<file path="src/rtl/tlv2548_scan_ctrl.sv">
// tlv2548_scan_ctrl
//   Sweep sequencer for the TLV2548 8-channel 12-bit ADC, sitting in front of
//   a 16-bit SPI frame engine. A sweep is one CFR write, one conversion frame
//   per enabled channel (ascending), then one flush frame. The ADC returns
//   each conversion one frame late, so every frame's rx word is tagged with
//   the channel of the previous conversion frame.
//
//   Optional feature macro: TLV2548_SCAN_TIMEOUT_EN
//     defined   : WAIT_DONE is bounded by TIMEOUT_CYCLES; on expiry err pulses
//                 and the sweep is abandoned without sweep_done.
//     undefined : no watchdog, err is tied low.
//
// Ports
//   clk, rst       clock, asynchronous active-high reset
//   start          1-clk sweep request (ignored while busy)
//   cfg_word[11:0] CFR contents, latched at start
//   ch_mask[7:0]   channel enable bitmap, latched at start
//   busy           sweep in progress
//   sample_vld     1-clk strobe for sample_ch / sample_data
//   sample_ch[2:0], sample_data[11:0]  tagged conversion result
//   sweep_done     1-clk strobe, coincides with the last sample
//   spi_trig       1-clk frame start to the SPI core
//   spi_tx_data    outgoing frame, held from spi_trig through spi_done
//   spi_rdy        SPI core idle
//   spi_done       SPI core end-of-frame strobe
//   spi_rx_data    received frame, valid with spi_done
//   err            1-clk watchdog strobe
module tlv2548_scan_ctrl #(
  parameter int GAP_CYCLES     = 200,
  parameter int TIMEOUT_CYCLES = 4096
) (
  input  logic        clk,
  input  logic        rst,
  input  logic        start,
  input  logic [11:0] cfg_word,
  input  logic [7:0]  ch_mask,
  output logic        busy,
  output logic        sample_vld,
  output logic [2:0]  sample_ch,
  output logic [11:0] sample_data,
  output logic        sweep_done,
  output logic        spi_trig,
  output logic [15:0] spi_tx_data,
  input  logic        spi_rdy,
  input  logic        spi_done,
  input  logic [15:0] spi_rx_data,
  output logic        err
);

  localparam int GW = $clog2(GAP_CYCLES + 1);

  if (GAP_CYCLES < 1) begin : g_gap_chk
    $error("GAP_CYCLES must be at least 1");
  end
  if (TIMEOUT_CYCLES < 1) begin : g_tmo_chk
    $error("TIMEOUT_CYCLES must be at least 1");
  end

  typedef enum logic [1:0] {IDLE = 2'd0, ISSUE = 2'd1, WAIT_DONE = 2'd2, GAP = 2'd3} state_t;
  typedef enum logic [1:0] {FR_CFR = 2'd0, FR_CONV = 2'd1, FR_FLUSH = 2'd2} frame_t;

  state_t        state_q, state_d;
  frame_t        kind_q, kind_d;
  logic [7:0]    rem_q, rem_d;        // enabled channels not yet issued
  logic [GW-1:0] gap_q, gap_d;
  logic          prev_vld_q, prev_vld_d;
  logic [2:0]    prev_ch_q, prev_ch_d;

  logic          busy_d, sample_vld_d, sweep_done_d, spi_trig_d, err_d;
  logic [2:0]    sample_ch_d;
  logic [11:0]   sample_data_d;
  logic [15:0]   spi_tx_data_d;

  logic          accept, last_frame, gap_end, timeout;
  logic [3:0]    unused_rx_lsbs;

  assign unused_rx_lsbs = spi_rx_data[3:0];

  function automatic logic [2:0] lowest_ch(input logic [7:0] m);
    logic [2:0] c;
    c = 3'd0;
    for (int i = 7; i >= 0; i--) begin
      if (m[i]) c = 3'(i);
    end
    return c;
  endfunction

`ifdef TLV2548_SCAN_TIMEOUT_EN
  localparam int TW = $clog2(TIMEOUT_CYCLES + 1);
  logic [TW-1:0] to_q, to_d;
  // to_q is 0 in the spi_trig cycle, so expiry lands TIMEOUT_CYCLES clks after it
  assign timeout = (state_q == WAIT_DONE) && !spi_done && (to_q == TW'(TIMEOUT_CYCLES - 1));
`else
  assign timeout = 1'b0;
`endif

  // busy is still 1 in the sweep_done/err cycle, which blocks a start there
  assign accept     = (state_q == IDLE) && start && !busy;
  // a CFR frame ends the sweep only when no channel is enabled
  assign last_frame = (kind_q == FR_FLUSH) || ((kind_q == FR_CFR) && (rem_q == 8'h00));
  assign gap_end    = (gap_q == GW'(1));

  always_comb begin
    state_d = state_q;
    unique case (state_q)
      IDLE:      if (accept) state_d = ISSUE;
      ISSUE:     if (spi_rdy) state_d = WAIT_DONE;
      WAIT_DONE: begin
        if (spi_done)     state_d = last_frame ? IDLE : GAP;
        else if (timeout) state_d = IDLE;
      end
      GAP:       if (gap_end) state_d = ISSUE;
      default:   state_d = IDLE;
    endcase
  end

  always_comb begin
    busy_d        = busy & ~(sweep_done | err);
    sample_vld_d  = 1'b0;
    sample_ch_d   = sample_ch;
    sample_data_d = sample_data;
    sweep_done_d  = 1'b0;
    spi_trig_d    = 1'b0;
    err_d         = 1'b0;
    spi_tx_data_d = spi_tx_data;
    kind_d        = kind_q;
    rem_d         = rem_q;
    gap_d         = gap_q;
    prev_vld_d    = prev_vld_q;
    prev_ch_d     = prev_ch_q;
`ifdef TLV2548_SCAN_TIMEOUT_EN
    to_d          = to_q;
`endif
    unique case (state_q)
      IDLE: begin
        if (accept) begin
          busy_d        = 1'b1;
          rem_d         = ch_mask;
          kind_d        = FR_CFR;
          spi_tx_data_d = {4'hA, cfg_word};
          prev_vld_d    = 1'b0;
        end
      end
      ISSUE: begin
        if (spi_rdy) begin
          spi_trig_d = 1'b1;
`ifdef TLV2548_SCAN_TIMEOUT_EN
          to_d       = '0;
`endif
        end
      end
      WAIT_DONE: begin
        if (spi_done) begin
          // rx carries the result of the previous conversion frame, if any
          if ((kind_q != FR_CFR) && prev_vld_q) begin
            sample_vld_d  = 1'b1;
            sample_ch_d   = prev_ch_q;
            sample_data_d = spi_rx_data[15:4];
          end
          if (kind_q == FR_CONV) begin
            prev_ch_d  = spi_tx_data[14:12];
            prev_vld_d = 1'b1;
          end
          if (last_frame) sweep_done_d = 1'b1;
          else            gap_d        = GW'(GAP_CYCLES);
        end
`ifdef TLV2548_SCAN_TIMEOUT_EN
        else if (timeout) begin
          err_d = 1'b1;
        end else begin
          to_d = to_q + TW'(1);
        end
`endif
      end
      GAP: begin
        gap_d = gap_q - GW'(1);
        if (gap_end) begin
          if (rem_q != 8'h00) begin
            spi_tx_data_d = {1'b0, lowest_ch(rem_q), 12'h000};
            rem_d         = rem_q & ~(8'd1 << lowest_ch(rem_q));
            kind_d        = FR_CONV;
          end else begin
            // flush frame selects REFM and pulls out the last conversion
            spi_tx_data_d = 16'hC000;
            kind_d        = FR_FLUSH;
          end
        end
      end
      default: ;
    endcase
  end

  always_ff @(posedge clk or posedge rst) begin
    if (rst) begin
      state_q     <= IDLE;
      kind_q      <= FR_CFR;
      rem_q       <= '0;
      gap_q       <= '0;
      prev_vld_q  <= 1'b0;
      prev_ch_q   <= '0;
      busy        <= 1'b0;
      sample_vld  <= 1'b0;
      sample_ch   <= '0;
      sample_data <= '0;
      sweep_done  <= 1'b0;
      spi_trig    <= 1'b0;
      spi_tx_data <= '0;
      err         <= 1'b0;
`ifdef TLV2548_SCAN_TIMEOUT_EN
      to_q        <= '0;
`endif
    end else begin
      state_q     <= state_d;
      kind_q      <= kind_d;
      rem_q       <= rem_d;
      gap_q       <= gap_d;
      prev_vld_q  <= prev_vld_d;
      prev_ch_q   <= prev_ch_d;
      busy        <= busy_d;
      sample_vld  <= sample_vld_d;
      sample_ch   <= sample_ch_d;
      sample_data <= sample_data_d;
      sweep_done  <= sweep_done_d;
      spi_trig    <= spi_trig_d;
      spi_tx_data <= spi_tx_data_d;
      err         <= err_d;
`ifdef TLV2548_SCAN_TIMEOUT_EN
      to_q        <= to_d;
`endif
    end
  end

endmodule

</file>
<file path="config.mk">
export PLATFORM = sky130hd
export DESIGN_NAME = tlv2548_scan_ctrl
export DESIGN_NICKNAME = d
export VERILOG_FILES = /design/src/rtl/tlv2548_scan_ctrl.sv
export SDC_FILE = /design/constraint.sdc
export NUM_CORES = 1
export LEC_CHECK = 0
export CAP_MARGIN = 25
export CORE_MARGIN = 3
export CORE_UTILIZATION = 48
export DETAILED_ROUTE_END_ITERATION = 12
export PLACE_DENSITY = 0.77
export SYNTH_ARGS = -nofsm -noshare
export SYNTH_HDL_FRONTEND = slang
export SYNTH_SLANG_ARGS = --single-unit
</file>
<file path="constraint.sdc">
create_clock -name clk -period 2.47 [get_ports clk]
set_input_delay 0.247 -clock clk [delete_from_list [all_inputs] [get_ports clk]]
set_output_delay 0.247 -clock clk [all_outputs]
set_load 0.05 [all_outputs]
</file>
## After elaboration in Yosys (flattened, before gate mapping)

Index checks and enable logic that the tools add are counted.

- Shifts and indexed selects: 1
- Multiply operators: 0
- $lt $le $gt $ge: 0
- Div/mod/pow operators: 0
- Multiplexer cells: 46
- Bitwise logic cells: 4
- Reduce and logical (&&, ||, !) cells: 21
- $add $sub $neg: 1
- Eq/ne operators: 13

Operators with widths:

| operator | number |
|---|---|
| two-way mux 16 bit | 3 |
| two-way mux 8 bit | 5 |
| two-way mux 3 bit | 11 |
| case mux 16 bit (2 select lines) | 1 |
| case mux 8 bit (2 select lines) | 2 |
| two-way mux 2 bit | 8 |
| != test 2 bit, second input constant | 7 |
| two-way mux 1 bit | 13 |
| AND reduction 3 bit | 4 |
| AND reduction 4 bit | 3 |
| bitwise AND 8 bit | 1 |
| == test 8 x 1 -> 1 bit, second input constant | 1 |
| logical NOT 8 bit | 1 |
| inverter 8 bit | 1 |
| case mux 2 bit (4 select lines) | 1 |
| nonzero test 2 bit | 4 |
| nonzero test 8 bit | 1 |
| << shifter 1 x 3 -> 8 bit, first input constant | 1 |
| subtractor 8 x 1 -> 8 bit, second input constant | 1 |
| == test 2 bit, second input constant | 3 |
| == test 2 x 1 -> 1 bit, second input constant | 2 |
| logical AND 1 bit | 4 |
| logical NOT 2 bit | 2 |
| case mux 2 bit (2 select lines) | 1 |
| other kinds (5) | 5 |

- Latch bits: 0
- Memories: 0
- Register bits after elaboration: 59
- Bits of input ports: 41
- Output and inout port bits: 36
- Logic and storage cells: 99
- Bits in writable memories: 0
- Memory bits (read-only): 0

## Longest topological paths before layout

- Word-level depth: 17
- Gate-level depth with buffers: 8
- Mapped depth without buffers: 6

## Worst setup path before layout

OpenSTA, ideal clock, no wires.

- Path type: flip-flop to flip-flop
- From: register state_q[0]
- To: register sample_ch[1]
- Arrival time: 1.940 ns
- Period minus slack after synthesis: 2.064 ns
- Setup time: 0.125 ns
- Path slack: 0.406 ns
- Buffers on the path: 2
- Cell stages (with the launch flop): 8
- Data required time: 2.345 ns
- Cell sequence: dfrtp_1 inv_1 ha_1 and2_1 clkbuf_1 o211ai_1 clkbuf_1 mux2_2

- Word-level cells in the longest chain between the ends: 2

Ends and longest elaborated chain:

| element | line | RTL |
|---|---|---|
| from (decl) | 62 | `state_t state_q, state_d;` |
| from (signal assigned) | 213 | `state_q <= state_d;` |
| == test 2 bit | 134 | `unique case (state_q)` |
| AND reduction 3 bit (no line) | -- |  |
| to (signal assigned) | 221 | `sample_ch <= sample_ch_d;` |
| to (decl) | 39 | `output logic [2:0] sample_ch,` |

No other way between the ends.
A chain may end at the register's enable or synchronous reset.

## Worst setup path after layout

- From: register state_q[0]
- To: register rem_q[3]

- Word-level cells in the longest chain between the ends: 5

Ends and longest elaborated chain:

| element | line | RTL |
|---|---|---|
| logical NOT 2 bit | 98, 134 |  |
| logical AND 1 bit (2 in series) | 98 | `assign accept = (state_q == IDLE) && start && !busy;` |
| != test 2 bit (no line) | -- |  |
| AND reduction 4 bit (no line) | -- |  |
| to (signal assigned) | 215 | `rem_q <= rem_d;` |
| to (decl) | 64 | `logic [7:0] rem_q, rem_d;` |

Several ways; a longest one is shown, not always the timed one.

==> results.json <==
{
  "setup_viol": 0,
  "finalSetupTns_ns": 0,
  "syn_area_per_cell_um2": 10.7,
  "fin_crit_sh_pct": 87.1,
  "netlist_area_um2": 2810,
  "fmax_mhz": 465,
  "min_path_type": "input port to asynchronous set/reset pin",
  "clk_path_buf_depth": 2,
  "cp_cell_sequence": "inv_1 > ha_1 > nand3b_1 > or2_2 > and2_1 > a221o_1",
  "cts_setup_buffers": 0,
  "max-cap-violations": 0,
  "cts_hold_buf": 0,
  "fin_nets": 381,
  "cp-start-kind": "register",
  "syn-num-nets": 309,
  "drt-wirelength-per-cell_um": 15.4,
  "whs_ns": 0.299,
  "skew_ns": 0.00767,
  "crit_type": "register to register",
  "powerDensity_nw_per_um2": 1090,
  "cp_slowest_cell": "or2_2",
  "switchingPower_uw": 1640,
  "slew_viol_final": 0,
  "outcome": "complete, no violations",
  "synthCells": 262,
  "place_hpwl_um": 4500,
  "max_slew_margin_pct": 53.7,
  "grt_max_degree": 35,
  "swShare_pct": 39.5,
  "drc_errors": 0,
  "end_kind": "register",
  "place.gp.congestion": 0.809,
  "critical-path-max-stage-delay_ns": 0.46,
  "pin_count": 77,
  "grt_use_total_pct": 19.5,
  "cts_resized": 0,
  "drtPass1Iterations": 4,
  "required_ns": 2.68,
  "hold_viol_final": 0,
  "ir_worst_vdd_mv": 0.725,
  "clock_power_share_pct": 23.3,
  "ant_nets": 0,
  "critPathArrivalTime_ns": 2.37,
  "clkTransAtPathRegs_ns": 0.07,
  "p_leak_uw": 0.00172,
  "ys_warn_count": 0,
  "cts_tree": "yes",
  "synth_top_area_share_pct": 52.5,
  "cp_max_fo": 16,
  "cts.sinks": 59,
  "min_period_ns": 2.15,
  "overflow": 0,
  "htree_levels": 3,
  "rows": 27,
  "final_cell_mix": "clkdlybuf4s50_1, dfrtp_1, nand2_1",
  "async_flop_share_pct": 100,
  "place.port_buffers": 71,
  "synthTopCellsByArea": "dfrtp_1, mux2_2, nand2_1",
  "regToRegSetupSlack_ns": 0.32,
  "antenna_found_initial": 0,
  "ys_ff_latch": 59,
  "layout-drive-gt1-share_pct": 14.5,
  "cts_root_buffer": "clkbuf_8",
  "drtIter0Drc": 93,
  "combPwrFrac_pct": 40.1,
  "grt_pass1_wl_um": 10100,
  "synth_edf_count": 0,
  "die_area_um2": 6810,
  "core_area_um2": 5570,
  "areaGrowthSynthToFinish_pct": 34.9,
  "viasPerCell": 5.41,
  "final_common_cell": "clkdlybuf4s50_1",
  "vias": 2224,
  "seq_power_share_pct": 36.6,
  "insertion_delay_ns": 0.33,
  "synth.largest_area_cell": "dfrtp_1",
  "die_w_um": 82.5,
  "cts_made_buffers": 9,
  "ys_types": 44,
  "tightest_slew_ns": 0.689,
  "ys_seq_area_share_pct": 52.5,
  "wirelength_um": 6320,
  "grt_pass1_vias": 2152,
  "die_h_um": 82.5,
  "rsz0062_at_grt": "no",
  "start_util_pct": 50.4,
  "internal_power_uw": 2510,
  "fillCellCount": 447,
  "ys.flop_type": "dfrtp_1",
  "diodes": 0
}
## metal layers
| metal | global-route usage (%) | vias to the layer above | share of wire, % |
|---|---|---|---|
| li1 | - | 1074 | - |
| met4 | 7.35 | 0 | 1.4 |
| met3 | 4.45 | 8 | 4.8 |
| met5 | 0 | - | 0 |
| met2 | 32.9 | 52 | 50 |
| met1 | 24.4 | 1090 | 44 |
## through the flow
stage               power [uW]  instance area, um^2  utilization [%]  setup slack [ns]  instances
floorplan                 2690                 2810                -             0.406        262
global placement          3150                 3570             64.1             0.364        395
detailed placement        3200                 3570             64.1             0.314        395
CTS                       4180                 3790             68.0             0.308        411
global route              4390                 3790             68.0            0.0807        411
finish                    4150                 3790             68.0             0.318        411
## critical path: cells and delay by family (launching register included)
family                     cells  cell delay (ns)
and+or+nand+nor                3             0.94
adders and majority gates      1             0.23
buffers and inverters          1             0.11
AOI/OAI and AO/OA              1             0.34
DFF                            1             0.40
## area by class of cell
class / count / area (um^2) / share of cell area (%)
clock inverters: 6 / 88.8 / 2.34
flip-flops and latches: 59 / 1480 / 39.0
well taps: 72 / 90.1 / 2.38
inverters: 13 / 48.8 / 1.29
multi-input cells: 174 / 1190 / 31.4
repair buffers: 77 / 768 / 20.3
clock buffers: 10 / 128 / 3.37
## state kept, by name (all words and copies together), names as in the netlist
signal and cells:
sample_data 12, prev_vld_q 1, spi_tx_data 16, kind_q 2, sample_vld 1, rem_q 8
spi_trig 1, state_q 2, busy 1, sweep_done 1, gap_q 8, prev_ch_q 3
sample_ch 3
## power groups by stage
stage	Clock [uW]	Combinational (uW)	Sequential, uW
floorplan	0	766	1920
global placement	0	1630	1510
detailed placement	0	1670	1530
CTS	981	1680	1520
global route	1030	1800	1560
finish	966	1670	1520
## final timing paths
kind                              start               to  cells past startpoint
min                                 rst   spi_tx_data[2]                      2
min in group clk           cfg_word[11]  spi_tx_data[11]                      3
max reg2reg                  state_q[0]         rem_q[3]                      6
max                          state_q[0]         rem_q[3]                      6
min reg2reg                  sweep_done             busy                      1
max in group asynchronous           rst   sample_data[7]                      3
## cell families after synthesis
kind of cell | count (synthesis) | share of synthesized area, %
AND/OR/NAND/NOR | 95 | 17.0
flip-flops | 59 | 52.5
other | 1 | 0.133
AO/OA/AOI/OAI | 45 | 12.0
adder cells (fa/ha/maj) | 6 | 2.67
buffers and inverters | 29 | 5.12
multiplexers | 27 | 10.6
## cells in the mapped netlist (all sizes together) (2+ instances only)
library cell and instances:
nand3 17, a21oi 10, nand2 34, nor3b 8, or2 2, o2111ai 2, a221o 7, mux2i 6
o211ai 2, ha 6, o311a 2, inv 13, or4 3, mux2 21, nor3 7, o21ai 8
o211a 2, and2 3, buf 6, nor2 11, a21o 3, and3 2, nor2b 3, clkbuf 10
dfrtp 59, nand3b 2, a22o 2
Note: power is estimated with default switching activity, not from simulation.
